===== src/rtl/fill_engine.sv =====
// Framebuffer fill engine: CPU-programmed DST/COUNT/PAT/CTRL registers drive a
// word-write burst into video memory, one word per accepted beat, constant or incrementing pattern.
module fill_engine #(
  parameter int ADDR_W = 17,
  parameter int CNT_W  = 16
) (
  input  logic              clk,
  input  logic              reset,
  input  logic              valid,
  output logic              ready,
  input  logic [1:0]        addr,
  input  logic              wmask,
  input  logic [31:0]       wdata,
  output logic [31:0]       rdata,
  output logic              mem_valid,
  input  logic              mem_ready,
  output logic [ADDR_W-1:0] mem_addr,
  output logic [3:0]        mem_wmask,
  output logic [31:0]       mem_wdata
);
  localparam int DW = ADDR_W - 2;

  typedef enum logic {IDLE, RUN} state_t;

  state_t        state, state_nxt;
  logic [DW-1:0] dst;
  logic [CNT_W-1:0] count;
  logic [31:0]   pat;
  logic          inc, done, abort_pend;

  logic access, wr, ctrl_wr, start_wr, abort_wr, beat;
  logic start_run, start_zero, finish;
  logic [31:0] rd_mux;

  assign access   = valid & ~ready;
  assign wr       = access & wmask;
  assign ctrl_wr  = wr & (addr == 2'd3);
  assign start_wr = ctrl_wr & wdata[0];
  assign abort_wr = ctrl_wr & wdata[2];
  assign beat     = mem_valid & mem_ready;

  // Outputs come straight from the live registers, so they stay stable while stalled.
  assign mem_valid = (state == RUN);
  assign mem_wmask = {4{mem_valid}};
  assign mem_addr  = {dst, 2'b00};
  assign mem_wdata = pat;

  always_comb begin
    state_nxt  = state;
    start_run  = 1'b0;
    start_zero = 1'b0;
    finish     = 1'b0;
    case (state)
      IDLE: begin
        if (start_wr) begin
          if (count != '0) begin
            start_run = 1'b1;
            state_nxt = RUN;
          end else begin
            start_zero = 1'b1;
          end
        end
      end
      RUN: begin
        // An abort only lands on an accepted beat; the beat in flight always completes.
        if (beat && (count == CNT_W'(1) || abort_pend || abort_wr)) begin
          finish    = 1'b1;
          state_nxt = IDLE;
        end
      end
      default: state_nxt = IDLE;
    endcase
  end

  always_comb begin
    rd_mux = '0;
    case (addr)
      2'd0: rd_mux = 32'({dst, 2'b00});
      2'd1: rd_mux = 32'(count);
      2'd2: rd_mux = pat;
      2'd3: rd_mux = {29'b0, inc, done, state == RUN};
      default: rd_mux = '0;
    endcase
  end

  always_ff @(posedge clk) begin
    if (reset) begin
      state      <= IDLE;
      ready      <= 1'b0;
      rdata      <= '0;
      dst        <= '0;
      count      <= '0;
      pat        <= '0;
      inc        <= 1'b0;
      done       <= 1'b0;
      abort_pend <= 1'b0;
    end else begin
      state <= state_nxt;
      ready <= access;
      rdata <= access ? rd_mux : '0;

      if (state == IDLE && wr) begin
        case (addr)
          2'd0: dst   <= wdata[ADDR_W-1:2];
          2'd1: count <= wdata[CNT_W-1:0];
          2'd2: pat   <= wdata;
          default: ;
        endcase
      end

      if (start_run) begin
        inc        <= wdata[1];
        done       <= 1'b0;
        abort_pend <= 1'b0;
      end
      if (start_zero) done <= 1'b1;

      if (beat) begin
        dst   <= dst + DW'(1);
        count <= count - CNT_W'(1);
        pat   <= pat + 32'(inc);
      end

      if (state == RUN && abort_wr) abort_pend <= 1'b1;
      if (finish) begin
        done       <= 1'b1;
        abort_pend <= 1'b0;
      end
    end
  end
endmodule


===== config.mk =====
export PLATFORM = sky130hd
export DESIGN_NAME = fill_engine
export DESIGN_NICKNAME = d
export VERILOG_FILES = /design/src/rtl/fill_engine.sv
export SDC_FILE = /design/constraint.sdc
export NUM_CORES = 1
export LEC_CHECK = 0
export CAP_MARGIN = 5
export CORE_MARGIN = 4
export CORE_UTILIZATION = 58
export DETAILED_ROUTE_END_ITERATION = 10
export DONT_BUFFER_PORTS = 1
export PLACE_DENSITY = 0.72
export RECOVER_POWER = 100
export SLEW_MARGIN = 20
export SYNTH_ARGS = -nofsm -noshare
export SYNTH_HDL_FRONTEND = slang
export SYNTH_SLANG_ARGS = --single-unit

===== constraint.sdc =====
create_clock -name clk -period 2.4 [get_ports clk]
set_input_delay 0.48 -clock clk [delete_from_list [all_inputs] [get_ports clk]]
set_output_delay 0.48 -clock clk [all_outputs]
set_load 0.05 [all_outputs]

After elaboration in Yosys (flattened, before gate mapping)
Index checks and enable logic that the tools add are counted.
Storage, ports and cells
  output and inout bits: 87
  bits of input ports: 39
  flip-flop bits (word level): 100
  word-level logic and storage cells: 67
Operators by class
  muxes and demuxes: 24
  bitwise logic cells: 9
  equal/unequal tests: 4
  reduce and logical (&&, ||, !) cells: 18
  add/subtract/negate cells: 3
Operators with widths (count)
  $pmux 32 s4: 1
  $mux 32: 3
  $mux 16: 3
  $mux 15: 3
  $add 32x1->32: 1
  $eq 16x1->1 const B: 1
  $reduce_bool 16->1: 1
  $sub 16x1->16 const B: 1
  $add 15x1->15 const B: 1
  $mux 1: 13
  $reduce_bool 2->1: 5
  $and 1x1->1: 6
  $reduce_and 2->1: 3
  $eq 2x2->1 const B: 2
  $reduce_or 2->1: 2
  $logic_and 1x1->1: 3
  $not 1->1: 3
  $reduce_bool 3->1: 1
  $eq 2x1->1 const B: 1
  $logic_not 2->1: 1
  $logic_or 1x1->1: 2
  $pmux 1 s2: 1

Longest topological paths before layout
  depth after elaboration: 10
  mapped depth: 8
  mapped depth without buffers: 7

Worst setup path before layout
No wires, ideal clock.
  path kind: reg2reg
  start: register pat[0] (netlist: mem_wdata[0])
  end: register pat[14] (netlist: mem_wdata[14])
  required time: 2314 ps
  buffers on the path: 0
  slack: -28 ps
  cell stages (with the launch flop): 8
  arrival: 2343 ps
  period minus slack after synthesis: 2428 ps
  setup time: 86 ps
  path through: dfxtp_1 -> ha_1 -> ha_1 -> nand4_1 -> nor4_2 -> nand3_1 -> xor2_1 -> a211oi_1
On the way
  cells in the longest elaborated chain, start to end: 2
Ends and longest elaborated chain
  start: declaration: line 28  | logic [31:0] pat;
  start signal: assignment: line 106  | 2'd2: pat <= wdata;
  start signal: assignment: line 121  | pat <= pat + 32'(inc);
  $add 32x1->32: line 121
  $mux 32: line 118  | if (beat) begin
No other way between the ends.
A chain may end at the register's enable or synchronous reset.

Final worst setup path
  start: register state (netlist: mem_valid)
  end: register count[7]
On the way
  cells in the longest elaborated chain, start to end: 4
  elaborated cells on any way between the ends: 7
  those cells by class: mux (1); bitwise (2); reduce/logical (4)
Ends and longest elaborated chain
  start: declaration: line 25  | state_t state, state_nxt;
  start signal: assignment: line 98  | state <= state_nxt;
  $not 1->1
  $logic_and 1x1->1: line 102  | if (state == IDLE && wr) begin
  $reduce_bool 2->1 (no source line)
  $reduce_and 2->1 (no source line)
  end signal: assignment: line 105  | 2'd1: count <= wdata[CNT_W-1:0];
  end signal: assignment: line 120  | count <= count - CNT_W'(1);
  end: declaration: line 27  | logic [CNT_W-1:0] count;
Parallel ways exist; a longest one is shown, timed or not.

==> reports/results.tsv <==
metric	value	unit
layout cells sized above 1	0.0823	
initial antenna violation count	0	
Fin Clk Skew	0.0123	ns
starting density of the core	0.605	
Util after Layout	0.650	
required time of the critical path	2.71	ns
setup TNS	0	ns
Main synth FF type	dfxtp_1	
min cycle time layout	2.16	ns
Clk Latency, worst-skew pair	0.37	ns
# setup viols final	0	
reg2reg path depth	5	
Rel. slew slack	0.398	
DP Area	5420	um^2
I/O Pins	126	
Setup crit end kind	flop	
combinational share of power	0.082	
Fin Hold WS	0.165	ns
static leakage	1.82	nW
design area	5450	um^2
Via density	6.61	
slew of the pin with the lowest slew margin	0.904	ns
crit path launch	mem_valid	
fin nets	695	
Mean Syn Cell Area	8.13	um^2
Overflow after GRT	0	
remaining antenna violation count	0	
WL/cell	20.4	um
Sequential Power Share	0.557	
first-pass GRT wire length	24900	um
Power Density	569	nW/um^2
crit path max fanout	10	
vias in the first global route	4497	
Die Wd	102	um
Finished Layout Cells	761	
Internal Pwr Total	2.25	mW
RSZ-0062 raised after global routing	false	
Hold Buf Count CTS	0	
# DRC	0	
hpwl dp	11500	um
Clock Tree Root	clkbuf_8	
HP Class	in2reg	
Hold Startpoint	reset	
total net switching power	0.848	mW
cts bufs inserted	9	
postcts setup bufs	0	
crit path DAT	2.47	ns
Place WS	0.373	ns
Worst setup SP type	flop	
Crit Path Class	reg2reg	
clock-pin slew on the worst setup and hold paths	0.10	ns
largest net degree at the start of global routing	69	
routability cong.	0.942	
initial DRC count	482	
H-Tree Depth	3	
Net Sw Frac	0.274	
final worst slack	0.239	ns
Die Ht	102	um
Cell Area, Synth	5070	um^2
Ant. Diodes	0	
Die Area	10300	um^2
EDFF count, synth	0	
drt pass-1 iters	5	
GRT Overall Usage	0.307	
Max-Cap Viols	0	
Synth warnings	0	
fmax	463	MHz
Yosys top cell by area	dfxtp_1	
Final Hold Fails	0	
Cells after DPL	745	
CTS tree	done	
Post-synth top cells	dfxtp_1 (100), nor2_1 (80), nand2_1 (60)	
post-synthesis cell type count	58	
Port Buffers	0	
top-count cell post-synth	dfxtp_1	
cell depth of the worst hold path	1	
Cells after Synth	624	
synthesized flop and latch total	100	
Yosys top cell area share	0.394	
Area Growth Syn to Fin	7.30	%
overall power	3.10	mW
status	completed	
DRT Wirelength	15500	um
FP Rows	33	
CTS resizes	0	
Final Cycle Share	0.901	
maximum clock path buffer count	2	
post-synthesis sequential area ratio	0.394	
area of the core	8380	um^2
via count	5034	
Peak VDD IR	0.293	mV
Post-synth ARST share	0	
Clock power frac	0.360	
Area contributors post-synth	dfxtp_1 (39%), nor2_1 (5.9%), a21oi_1 (5.0%), nand2_1 (4.4%), mux2i_1 (3.2%)	
worst r2r src	mem_valid	
max-slew violation count	0	
CTS sink count	100	
-- critical path, stage by stage (launching register included) --
cell and delay (ns):
dfxtp_2 0.45, and2_0 0.42, nand3_1 0.30, or4_2 0.62, a2bb2oi_1 0.15, a21oi_1 0.16
-- area by class of cell --
cell class                      count  area, um^2
Fill cell                         768        2940
Tap cell                          105         131
Clock buffer                       10         128
Multi-Input combinational cell    467        2780
Sequential cell                   100        2000
Clock inverter                      6        71.3
Inverter                           16        60.1
Timing Repair Buffer               57         275
-- final timing paths --
check,to,slack (ns)
min,mem_wdata[31],0.16
max,count[7],0.24
min reg2reg,count[15],0.50
max reg2reg,count[7],0.24
-- routing by layer --
metal  up-vias  track usage  wire [um]
met2       290        0.452       7000
li1       2369            -          -
met5         -            0          0
met1      2353        0.431       6400
met3        22       0.0957       1880
met4         0       0.0930        264
-- registers in the layout, indices dropped and copies added, names as in the netlist --
register    cells
inc             1
mem_wdata      32
dst            15
mem_valid       1
ready           1
abort_pend      1
rdata          32
done            1
count          16
-- power by group through the flow --
| stage | registers [mW] | logic (mW) | clock network, mW |
|---|---|---|---|
| 4_1_cts | 1.73 | 0.271 | 1.12 |
| 5_1_grt | 1.73 | 0.277 | 1.20 |
| 6_report | 1.73 | 0.255 | 1.12 |
| 3_3_place_gp | 1.76 | 0.266 | 0 |
| 2_1_floorplan | 1.83 | 0.170 | 0 |
| 3_5_place_dp | 1.76 | 0.269 | 0 |
-- cells by family after synthesis --
kind of cell	count (synthesis)	share of synthesized area
and+or+nand+nor	279	0.283
AOI/OAI and AO/OA	156	0.202
DFF	100	0.394
buffers and inverters	58	0.0557
muxes	21	0.0449
adders and majority gates	5	0.0123
xor gates and xnor gates	4	0.00690
other	1	0.000739
-- cells in the final DEF (no fill, tap or decap), drive strengths merged, types with 5 or more instances in the layout --
master and instances:
dfxtp 100, nor2 80, nand2 60, clkbuf 52
a21oi 51, nand3 28, nor3 27, a31oi 20
inv 18, nand4 16, o21ai 16, mux2i 16
buf 15, nor4 15, a211oi 13, and2 13
and3 12, a311oi 11, o211ai 10, or3 10
a22oi 6, a32oi 6, ha 5
Note: power is estimated with default switching activity, not from simulation.
==> RTL edit: new RTL, config.mk and constraints unchanged <==
Take the reset off `rdata` and load it in a clocked block of its own.
--- a/src/rtl/fill_engine.sv
+++ b/src/rtl/fill_engine.sv
@@ -89,3 +89,2 @@
       ready      <= 1'b0;
-      rdata      <= '0;
       dst        <= '0;
@@ -99,3 +98,2 @@
       ready <= access;
-      rdata <= access ? rd_mux : '0;
 
@@ -130,2 +128,6 @@
   end
+
+  always_ff @(posedge clk) begin
+    rdata <= access ? rd_mux : '0;
+  end
 endmodule
Function: differs if reset is asserted again (counterexample within 4 cycles, from zero or initial values and one cycle with reset high); with reset held inactive, the same outputs for 4 cycles.
==> RTL edit against the original RTL <==
Global-route usage fell by 0.34 points. Synthesized area rose by 0.47%. Largest cell class unchanged. Setup slack got worse by 0.16 ns. Total power rose by 0.74%. Sequential cell count did not move. Cell area rose by 2.7%. First-iteration DRC count fell by 8.5%. Maximum frequency fell by 6.7%. Cell count rose by 0.13%. Routed wire length barely moved. Sequential share of layout area fell by 0.98 points.
==> RTL edit: results (changes against the original RTL) <==
* 1st-iter DRT viols at 441 (was 482)
* R2R cell count at 7 (was 5)
* Status: completed (unchanged)
* Yosys cell types at 68 (was 58)
* CP Data Arrival Time at 2.61 ns (was 2.47 ns)
* Tmin final at 2.317 ns (was 2.161 ns)
* Mapped Cells at 618 (was 624)
* LEAKAGE at 1.983 nW (was 1.818 nW)
* Largest net degree at the start of global routing at 75 (was 69)
* Detail Placement HPWL at 11.55 mm (was 11.47 mm)
* R2R Setup Slk at 0.08 ns (was 0.24 ns)
* Worst reg2reg endpoint: mem_wdata[16] (was count[7])
* CP peak stage delay at 0.53 ns (was 0.62 ns)
* Cell Area, Placed at 5535 um2 (was 5420 um2)
* Fill count at 765 (was 768)
* Clock Power Share at 35.6% (was 36.0%)
* Hold slack final at 0.1761 ns (was 0.1646 ns)
* Routed WL at 15.56 mm (was 15.55 mm)
* Peak supply drop at 0.3717 mV (was 0.2930 mV)
* Share of cells above drive strength 1 at 10.35% (was 8.232%)
* First-pass detailed-route iteration total at 5 (unchanged)
* Switching Share at 26.74% (was 27.38%)
* Most common cell after layout, fill and taps aside: dfxtp_1 (unchanged)
* WHS Endpoint: count[10] (was mem_wdata[31])
* Place WS at 0.1794 ns (was 0.3732 ns)
* Sequential-to-total area share from yosys stat at 39.26% (was 39.45%)
* Via count at 4,921 (was 5,034)
* Sequential power share at 55.5% (was 55.7%)
* Fin nets at 696 (was 695)
* Vias in the first global route at 4,555 (was 4,497)
* Final Skew at 0.01642 ns (was 0.01229 ns)
* Tot GR Track Use at 30.34% (was 30.68%)
* Vias per cell at 6.458 (was 6.615)
* Crit path max-delay cell type: nor4_1 (was or4_2)
* Top cells by area, synth: dfxtp_1 (39%), nor2_1 (5.9%), a21oi_1 (5.5%) (was dfxtp_1 (39%), nor2_1 (5.9%), a21oi_1 (5.0%))
* First-pass GRT wire length at 24.40 mm (was 24.90 mm)
* RR Startpoint: inc (was mem_valid)
[RTL edit: changes by cell type after synthesis, moves of 5 or more]
cell | unedited run | this run
o211ai_1 | 10 | 5
nand2_1 | 60 | 52
inv_1 | 16 | 11
and2_1 | 13 | 20
a21oi_1 | 51 | 56
a31oi_1 | 20 | 15
nand4_1 | 16 | 9
nand3_1 | 27 | 22
nor3_1 | 24 | 10
a311oi_1 | 11 | 6
[RTL edit: final cells by class]
class	instances	area, um2	share of cell area (%)
sequential	100	2004	35.83
timing repair buffer	66	352.8	6.307
inverter	11	41.29	0.7381
tap	105	131.4	2.348
multi-input combinational	464	2863	51.17
clock inverter	5	60.06	1.074
clock buffer	11	141.4	2.527
[RTL edit: metal layers]
layer / global-route usage, % / routed length, um / up-vias
met4: 9.202 / 310 / 0
met1: 41.30 / 6309 / 2299
met3: 7.713 / 1567 / 35
met5: 0 / 0 / -
met2: 47.43 / 7368 / 251
li1: - / - / 2336
[RTL edit: what timing repair did]
| item | 4_1_cts | 5_1_grt |
|---|---|---|
| buffers inserted | 0 | 0 |
| resized for setup | 0 | 1 |
| setup endpoints to repair | 0 | 3 |
[RTL edit: cells by family (layout without fill, tap and decap cells)]
group / Yosys count / count (layout) / synth area share [%]
flip-flops: 100 / 100 / 39.26
multiplexers: 23 / 23 / 4.883
other: 1 / 2 / 0.07355
AND/OR/NAND/NOR: 268 / 268 / 28.34
buffers and inverters: 55 / 93 / 4.662
adder cells (fa/ha/maj): 5 / 5 / 1.227
AO/OA/AOI/OAI: 159 / 159 / 20.34
XOR/XNOR: 7 / 7 / 1.202
